### config.mk
export PLATFORM = sky130hd
export DESIGN_NAME = fpu_cvt_ctrl
export DESIGN_NICKNAME = d
export VERILOG_FILES = /design/src/rtl/fpu_cvt_ctrl.sv
export SDC_FILE = /design/constraint.sdc
export NUM_CORES = 1
export LEC_CHECK = 0
export BUFFER_PORTS_ARGS = -buffer_cell sky130_fd_sc_hd__buf_2
export CAP_MARGIN = 20
export CORE_MARGIN = 3
export CORE_UTILIZATION = 35
export CTS_BUF_LIST = sky130_fd_sc_hd__clkbuf_4 sky130_fd_sc_hd__clkbuf_8
export DETAILED_ROUTE_END_ITERATION = 6
export HOLD_SLACK_MARGIN = 0.15
export MAX_ROUTING_LAYER = met4
export PLACE_DENSITY = 0.5
export SLEW_MARGIN = 20
export SYNTH_ARGS = -nofsm -noshare
export SYNTH_HDL_FRONTEND = slang
export SYNTH_SLANG_ARGS = --single-unit
### constraint.sdc
create_clock -name clk -period 15.5 [get_ports clk]
set_input_delay 1.55 -clock clk [delete_from_list [all_inputs] [get_ports clk]]
set_output_delay 1.55 -clock clk [all_outputs]
set_load 0.02 [all_outputs]
### src/rtl/fpu_cvt_ctrl.sv
// Float-to-word conversion sequencer with its fpu_float2int datapath.
// Optional macro FPU_CVT_INEXACT_EN adds resp_inexact and the sticky flag_inexact.

module fpu_float2int (
  input  logic [31:0] operand,
  output logic [31:0] result_round,
  output logic [31:0] result_trunc,
  output logic [31:0] result_ceil,
  output logic [31:0] result_floor,
  output logic        invalid,
  output logic        inexact
);
  logic        sign;
  logic [7:0]  exp_raw;
  logic [7:0]  exp_eff;
  logic [23:0] mant;
  logic        big;
  logic [3:0]  lshift;
  logic [5:0]  rshift;
  logic [49:0] shifted;
  logic [31:0] mag_base;
  logic        round_bit;
  logic        sticky;
  logic        inc_round;
  logic        inc_ceil;
  logic        inc_floor;

  // Invalid operands always produce the positive saturation word.
  function automatic logic [31:0] to_word(input logic [31:0] mag, input logic inc,
                                          input logic neg, input logic bad);
    logic [31:0] m;
    m = mag + {31'b0, inc};
    if (bad) return 32'h7fffffff;
    return neg ? (~m + 32'd1) : m;
  endfunction

  always_comb begin
    sign    = operand[31];
    exp_raw = operand[30:23];
    exp_eff = (exp_raw == 8'd0) ? 8'd1 : exp_raw;
    mant    = {exp_raw != 8'd0, operand[22:0]};
    big     = exp_eff >= 8'd150;
    // exp - 150 only matters for 150..158, where the low nibble is exp[3:0] - 6.
    lshift  = exp_eff[3:0] - 4'd6;
    // Beyond 26 the integer part and round bit are zero; only the sticky bit remains.
    rshift  = (exp_eff < 8'd124) ? 6'd26 : 6'(8'd150 - exp_eff);
    shifted = {mant, 26'b0} >> rshift;
    if (big) begin
      mag_base  = {8'b0, mant} << lshift;
      round_bit = 1'b0;
      sticky    = 1'b0;
    end else begin
      mag_base  = {8'b0, shifted[49:26]};
      round_bit = shifted[25];
      sticky    = |shifted[24:0];
    end
    invalid   = (exp_raw > 8'd158) |
                ((exp_raw == 8'd158) & ~(sign & (operand[22:0] == 23'd0)));
    inexact   = (round_bit | sticky) & ~invalid;
    inc_round = round_bit & (sticky | mag_base[0]);
    inc_ceil  = ~sign & (round_bit | sticky);
    inc_floor = sign & (round_bit | sticky);
    result_round = to_word(mag_base, inc_round, sign, invalid);
    result_trunc = to_word(mag_base, 1'b0, sign, invalid);
    result_ceil  = to_word(mag_base, inc_ceil, sign, invalid);
    result_floor = to_word(mag_base, inc_floor, sign, invalid);
  end
endmodule

module fpu_cvt_ctrl #(
  parameter logic [31:0] RESET_RESULT = 32'h0
) (
  input  logic        clk,
  input  logic        rst,
  input  logic        flush,
  input  logic        req_valid,
  output logic        req_ready,
  input  logic [2:0]  req_op,
  input  logic [31:0] req_float,
  input  logic [1:0]  fcsr_rm,
  input  logic        fcsr_en_invalid,
  output logic        resp_valid,
  input  logic        resp_ready,
  output logic [31:0] resp_result,
  output logic        resp_invalid,
  output logic        resp_trap,
  output logic        flag_invalid,
  input  logic        flag_clear,
`ifdef FPU_CVT_INEXACT_EN
  output logic        resp_inexact,
  output logic        flag_inexact,
`endif
  output logic [1:0]  dbg_state
);
  typedef enum logic [1:0] {IDLE = 2'd0, BUSY = 2'd1, DONE = 2'd2} state_t;

  // Handshakes: a transfer occurs on a rising edge where valid & ready are both 1;
  // req_ready never depends on req_valid and resp_valid never depends on resp_ready.
  state_t      state_q, state_d;
  logic        accept;
  logic        handshake;
  logic [1:0]  eff_op;
  logic [1:0]  op_q;
  logic [31:0] float_q;
  logic        en_q;
  logic [31:0] dp_round, dp_trunc, dp_ceil, dp_floor;
  logic        dp_invalid;
  logic        dp_inexact;
  logic [31:0] sel_word;

  assign req_ready  = ~flush & ((state_q == IDLE) | ((state_q == DONE) & resp_ready));
  assign accept     = req_valid & req_ready;
  assign handshake  = (state_q == DONE) & resp_ready & ~flush;
  assign resp_valid = (state_q == DONE);
  assign dbg_state  = state_q;

  // Effective op: 0=ROUND, 1=TRUNC, 2=CEIL, 3=FLOOR (same order as FCSR RM).
  always_comb begin
    eff_op = 2'd1;
    case (req_op)
      3'd0:    eff_op = fcsr_rm;
      3'd1:    eff_op = 2'd0;
      3'd2:    eff_op = 2'd1;
      3'd3:    eff_op = 2'd2;
      3'd4:    eff_op = 2'd3;
      default: eff_op = 2'd1;
    endcase
  end

  always_comb begin
    state_d = state_q;
    case (state_q)
      IDLE:    if (accept) state_d = BUSY;
      BUSY:    state_d = DONE;
      DONE:    if (resp_ready) state_d = accept ? BUSY : IDLE;
      default: state_d = IDLE;
    endcase
    if (flush) state_d = IDLE;
  end

  always_ff @(posedge clk or posedge rst) begin
    if (rst) state_q <= IDLE;
    else     state_q <= state_d;
  end

  always_ff @(posedge clk or posedge rst) begin
    if (rst) begin
      float_q <= 32'h0;
      en_q    <= 1'b0;
      op_q    <= 2'd0;
    end else if (accept) begin
      float_q <= req_float;
      en_q    <= fcsr_en_invalid;
      op_q    <= eff_op;
    end
  end

  fpu_float2int u_float2int (
    .operand      (float_q),
    .result_round (dp_round),
    .result_trunc (dp_trunc),
    .result_ceil  (dp_ceil),
    .result_floor (dp_floor),
    .invalid      (dp_invalid),
    .inexact      (dp_inexact)
  );

  always_comb begin
    sel_word = dp_trunc;
    case (op_q)
      2'd0:    sel_word = dp_round;
      2'd1:    sel_word = dp_trunc;
      2'd2:    sel_word = dp_ceil;
      default: sel_word = dp_floor;
    endcase
  end

  // A flush keeps the last word/invalid visible but withdraws the trap.
  always_ff @(posedge clk or posedge rst) begin
    if (rst) begin
      resp_result  <= RESET_RESULT;
      resp_invalid <= 1'b0;
      resp_trap    <= 1'b0;
    end else if (flush) begin
      resp_trap    <= 1'b0;
    end else if (state_q == BUSY) begin
      resp_result  <= sel_word;
      resp_invalid <= dp_invalid;
      resp_trap    <= dp_invalid & en_q;
    end
  end

  // Set has priority over clear; a flushed handshake never sets.
  always_ff @(posedge clk or posedge rst) begin
    if (rst) flag_invalid <= 1'b0;
    else     flag_invalid <= (handshake & resp_invalid) | (flag_invalid & ~flag_clear);
  end

`ifdef FPU_CVT_INEXACT_EN
  always_ff @(posedge clk or posedge rst) begin
    if (rst)                               resp_inexact <= 1'b0;
    else if (!flush && (state_q == BUSY)) resp_inexact <= dp_inexact;
  end

  always_ff @(posedge clk or posedge rst) begin
    if (rst) flag_inexact <= 1'b0;
    else     flag_inexact <= (handshake & resp_inexact) | (flag_inexact & ~flag_clear);
  end
`else
  logic unused_inexact;
  assign unused_inexact = dp_inexact;
`endif
endmodule

* Word level (Yosys, flattened, before mapping)
Index checks and enable logic that the tools add are counted.
Storage, ports and cells: flip-flop bits (word level) 72, word-level logic and storage cells 91, input port bits 44
Operators by class: equal/unequal tests 10, shifts and indexed selects 2, reductions and logical operators 10, order comparisons 3, mux-type cells 24, add/sub/neg operators 9, bitwise logic cells 25
Operator list (number):
- $mux W32 | 10
- $add A32 B1 Y32 const B | 4
- $not A32 Y32 | 4
- $add A32 B1 Y32 | 3
- $pmux W32 S3 | 1
- $shr A50 B6 Y50 | 1
- $shl A24 B4 Y32 | 1
- $reduce_or A25 Y1 | 1
- $logic_not A23 Y1 | 1
- $and A1 B1 Y1 | 12
- $eq A8 B8 Y1 const B | 1
- $ge A8 B8 Y1 const B | 1
- $gt A8 B8 Y1 const B | 1
- $logic_not A8 Y1 | 1
- $lt A8 B7 Y1 const B | 1
- $mux W8 | 1
- $pmux W2 S4 | 1
- $reduce_bool A8 Y1 | 1
- $mux W1 | 6
- $mux W2 | 3
- $mux W6 | 1
- $pmux W2 S3 | 1
- $sub A5 B6 Y6 const A | 1
- $or A1 B1 Y1 | 5
- other kinds (13) | 20

* Depth between registers and ports, before layout
word-level depth 15, depth in mapped cells 37, mapped depth without buffers 28

* Cells and area by module
From an unflattened synthesis, not the netlist that was laid out.
Second synthesis, totals: cell total of the unflattened synthesis 1975, area, all modules 14287.5 sq um
Modules (own cells, without submodules):
- fpu_float2int | area each 10556.4 sq um, cells each 1694, instances 1
- fpu_cvt_ctrl | area each 3731.1 sq um, cells each 281, instances 1

* Worst setup path after synthesis
No wires, ideal clock.
path kind flip-flop to flip-flop, start register float_q[24], end register resp_result[22], path buffers 13, clock period less this slack 8.034 ns, library setup time 0.126 ns, arrival time 7.908 ns, stages on the path, launching flop included 37, data required time 15.374 ns, setup slack 7.466 ns, cell sequence dfrtp_1 -> buf_4 -> clkbuf_1 -> clkbuf_1 -> buf_1 -> clkbuf_1 -> clkbuf_1 -> ha_1 -> clkbuf_1 -> or2_2 -> o21ai_1 -> o21ai_4 -> buf_4 -> buf_2 -> buf_1 -> nor2_1 -> a21oi_1 -> nor4_1 -> a311o_1 -> a21oi_1 -> a2bb2oi_1 -> o21ai_0 -> a21oi_1 -> ha_1 -> ha_1 -> o31ai_1 -> or4_1 -> buf_2 -> xor2_1 -> or4_1 -> buf_2 -> or3_1 -> buf_6 -> o31ai_1 -> xnor2_1 -> a22oi_1 -> a221o_1
Between the ends: longest elaborated chain between the ends 15, elaborated cells on any way between the ends 44, classes of those cells add/sub (9); order compare (3); eq/ne (1); shift (2); mux (15); bitwise (11); reduce/logical (3)
RTL lines:
- start, declared | RTL line 104 | logic [31:0] float_q;
- start signal, assigned | RTL line 152 | float_q <= req_float;
- $logic_not A8 Y1 | RTL line 40 | exp_eff = (exp_raw == 8'd0) ? 8'd1 : exp_raw;
- $mux W8 | RTL line 40
- $lt A8 B7 Y1 or $sub A5 B6 Y6 (tied branches) | RTL line 46 | rshift = (exp_eff < 8'd124) ? 6'd26 : 6'(8'd150 - exp_eff);
- $mux W6 | RTL line 46
- $shr A50 B6 Y50 | RTL line 47 | shifted = {mant, 26'b0} >> rshift;
- $reduce_or A25 Y1 | RTL line 55 | sticky = |shifted[24:0];
- $mux W1 | RTL line 48 | if (big) begin
- $or A1 B1 Y1 (on tied branches)
- $and A1 B1 Y1 (on tied branches) | RTL line 62, 60, 61
- $add A32 B1 Y32 | RTL line 32 | m = mag + {31'b0, inc};
- $not A32 Y32 | RTL line 34 | return neg ? (~m + 32'd1) : m;
- $add A32 B1 Y32 | RTL line 34
- $mux W32 (2 in series) | RTL line 34
- $pmux W32 S3 * | RTL line 170 | case (op_q)
- end signal, assigned | RTL line 187 | resp_result <= sel_word;
- end, declared | RTL line 84 | output logic [31:0] resp_result,
Every way passes the cells marked *; elsewhere a longest branch is shown, timed or not. A chain may end at the register's enable or synchronous reset.

* Worst setup path in the final report
start register float_q[30], end register resp_result[30]
Same word-level chain as after synthesis.

==> run_results.csv <==
group,metric,value,unit
detailed_routing,dr.pass1.iters,6,
yosys,synth_commonest_cells,"nand2_1 (164), nor2_1 (163), o21ai_0 (116)",
layout,fillers,3869,
sta,finalSetupViolCount,0,
worst_setup_path,path_cells,"or4_1, o21ai_4, nand2_4, a311oi_1, nor4bb_1, a31oi_1, nor4_1, a311o_1, a21oi_1, a2bb2oi_1, o21ai_0, a21oi_1, ha_1, ha_1, o31ai_1, or4_1, xnor2_1, o211ai_1, nor4_1, nand3_1, nor3_1, mux2i_1, o221ai_1, a21oi_1",
detailed_routing,via_count,14784,
layout,n_antenna_cell,0,
worst_setup_path,max_stage_delay,0.88,ns
hold_path,whs_path_depth,2,
yosys,yosysMostFrequentCell,"nand2_1",
floorplan,start_util,35.91,%
sta,worstMarginPinSlew,1.036,ns
clocking,cts_tree,"done",
yosys,synth_edf_count,0,
worst_setup_path,critPathLaunchType,"register",
sta,setup_tns,0,ns
hold_path,hold_path_class,"reg -> reg",
pwr,leakage,4.968,nW
clocking,ctsHoldBuffers,0,
global_route,grtUsageTotal,29.54,%
detailed_routing,routed_wl,57.34,mm
worst_setup_path,cp_top_family,"simple AND/OR/NAND/NOR gates",
sta,max_freq,113.0,MHz
layout,drive_gt1_share,14.63,%
layout,nNetsFinal,1820,
yosys,syn_nets,1848,
global_route,antenna_found_initial,0,
worst_setup_path,critPathKind,"reg -> reg",
global_route,gr-total-overflow,0,
layout,multiInputGateArea,0.01031,sq mm
placement,post-place-ws,6.912,ns
floorplan,die_x,198.2,um
floorplan,ioPinCount,83,
floorplan,num_rows,69,
clocking,post_cts_buffers,0,
floorplan,core,0.03600,sq mm
worst_setup_path,cp_slowest_cell,"or4_1",
layout,seqCellArea,0.001804,sq mm
yosys,synth_flop_cell,"dfrtp_1",
clocking,path_clk_slew,0.09,ns
worst_setup_path,r2r-end,"resp_result[30]",
global_route,grt_pass1_wl,87.09,mm
worst_setup_path,crit_required,15.86,ns
yosys,syn_area_per_cell,7.209,sq um
pwr,power_density,175.4,mW/mm^2
yosys,ys_ff_latch,72,
worst_setup_path,r2r_start,"float_q[30]",
sta,hold_violations,0,
clocking,cts_sinks,72,
clocking,cts_max_path_buffers,2,
worst_setup_path,reg2reg_depth,24,
layout,area_growth,5.982,%
yosys,synth_top_area_share,13.94,%
clocking,numCtsBuffers,9,
yosys,ys_seq_area_share,13.94,%
sta,clock_skew,0.01871,ns
clocking,cts_resized,0,
worst_setup_path,crit_top_cell,"a21oi_1",
sta,maxSlewHeadroom,30.78,%
worst_setup_path,path_max_fanout,25,
yosys,yosys.cell_types.count,117,
run,maxCapViolations,0,
floorplan,die_area,0.03927,sq mm
yosys,async_flop_share,100.0,%
yosys,synth_top_area_cell,"dfrtp_1",
yosys,netlist_area,0.01293,sq mm
clocking,clock_latency,0.43,ns
placement,numPortBuffers,82,
sta,rsz0062_at_grt,"no",
yosys,syn_inst,1793,
sta,fin_ws,6.654,ns
yosys,synth_warnings,0,
global_route,grt_pass1_vias,13604,
floorplan,die_h,198.2,um
global_route,grt_max_degree,73,
detailed_routing,wl_per_cell,25.70,um
placement,place_congestion,0.9952,
detailed_routing,ant_nets,0,
run_status,status,"finished, final reports clean",
hold_path,hold_path_startpoint,"resp_result[14]",
yosys,synth_area_leaders,"dfrtp_1 (14%), xnor2_1 (6.6%), nand2_1 (4.8%), nor2_1 (4.7%), o21ai_0 (4.5%)",
detailed_routing,drtIter0Drc,1707,
hold_path,holdPathEnd,"resp_result[14]",
worst_setup_path,critPathBufInv,0,
detailed_routing,routed_via_density,6.627,
sta,period_needed,8.846,ns
worst_setup_path,arrival,9.20,ns
pwr,peakVddDrop,0.00007500,V
worst_setup_path,rrSetupSlack,6.65,ns
worst_setup_path,worstSetupEndpointType,"register",
sta,slew_viol_final,0,
sta,min_period_over_period,57.07,%
clocking,root_buffer,"clkbuf_8",
clocking,htreeDepth,3,
placement,dp_hpwl,43.46,mm
detailed_routing,drcViolationCount,0,
[through the flow]
stage	utilization (%)	instance area, sq um	instances	power (W)	hold WS, ns
5_1_grt	38.05	13700	2231	0.002566	0.5021
4_1_cts	38.04	13690	2231	0.002363	0.4874
3_5_place_dp	37.42	13470	2215	0.002179	0.4692
6_report	38.05	13700	2231	0.002402	0.4800
2_1_floorplan	-	12930	1793	0.001646	0.4806
3_3_place_gp	37.42	13470	2215	0.002183	0.4598
[area by class of cell]
type,instances,area share (%)
Tap cell,461,4.210
Sequential cell,72,13.17
Clock buffer,9,0.9042
Multi-Input combinational cell,1532,75.29
Timing Repair Buffer,113,4.694
Clock inverter,7,0.7033
Inverter,37,1.023
[where the power goes]
| group | internal, W | switching, W | total (W) |
|---|---|---|---|
| clock network | 0.0000906 | 0.0000851 | 0.000176 |
| registers | 0.000243 | 0.0000936 | 0.000337 |
| logic | 0.000640 | 0.00125 | 0.00189 |
| total | 0.000974 | 0.00143 | 0.00240 |
[placed cells by master, fill, tap and decap left out, types with 12 or more instances in the layout]
| cell type | count |
|---|---|
| o21ai_1 | 21 |
| mux2_2 | 40 |
| nand2_1 | 164 |
| a221o_1 | 12 |
| a21oi_1 | 110 |
| and3_1 | 24 |
| dfrtp_1 | 70 |
| or3_1 | 23 |
| o211a_1 | 14 |
| mux2i_1 | 46 |
| nand3_1 | 86 |
| o221ai_1 | 16 |
| and2_1 | 21 |
| or2_2 | 12 |
| nor3_1 | 44 |
| o22ai_1 | 20 |
| a211oi_1 | 26 |
| xnor2_1 | 97 |
| nand4_1 | 30 |
| a31oi_1 | 41 |
| nor2_1 | 162 |
| o21ai_0 | 115 |
| inv_1 | 33 |
| nor4_1 | 31 |
| o211ai_1 | 23 |
| o31ai_1 | 29 |
| xor2_1 | 39 |
| nand2b_1 | 13 |
| buf_4 | 31 |
| buf_2 | 82 |
| or4_1 | 12 |
| a21o_1 | 12 |
[state kept, by name (all words and copies together), names as in the netlist]
register and count:
dbg_state 2, en_q 1, flag_invalid 1, float_q 32, op_q 2, resp_invalid 1
resp_result 32, resp_trap 1
[how the worst max path moves through the flow]
stage | startpoint | cells after the start | to | slack, ns
2_1_floorplan | float_q[24] | 36 | resp_result[22] | 7.47
3_5_place_dp | float_q[30] | 25 | resp_result[30] | 6.91
6_report | float_q[30] | 24 | resp_result[30] | 6.65
5_1_grt | float_q[30] | 25 | resp_result[28] | 6.11
3_3_place_gp | float_q[30] | 24 | resp_result[25] | 6.71
4_1_cts | float_q[30] | 25 | resp_result[30] | 6.88
[layer usage]
layer / track usage (%) / up-vias / wire, um
met3: 4.254 / 146 / 4431
li1: - / 6773 / -
met4: 13.03 / 0 / 2572
met5: - / - / 0
met2: 45.24 / 771 / 25750
met1: 38.75 / 7094 / 24590
[cell families after synthesis]
| logic type | Yosys count | share of synthesized area [%] |
|---|---|---|
| simple gates | 685 | 27.57 |
| compound gates | 603 | 33.09 |
| buf+inv | 189 | 6.379 |
| xor+xnor | 136 | 9.215 |
| mux | 97 | 8.750 |
| flops | 72 | 13.94 |
| fa+ha+maj | 11 | 1.065 |
[tightest hold or removal path: cells and delay by family, from the launching register on]
| kind | cells | cell delay [ns] |
|---|---|---|
| flip-flops | 1 | 0.34 |
| AO/OA/AOI/OAI | 1 | 0.06 |
| AND/OR/NAND/NOR | 1 | 0.04 |
No activity file was read; power rests on OpenSTA's default activity.
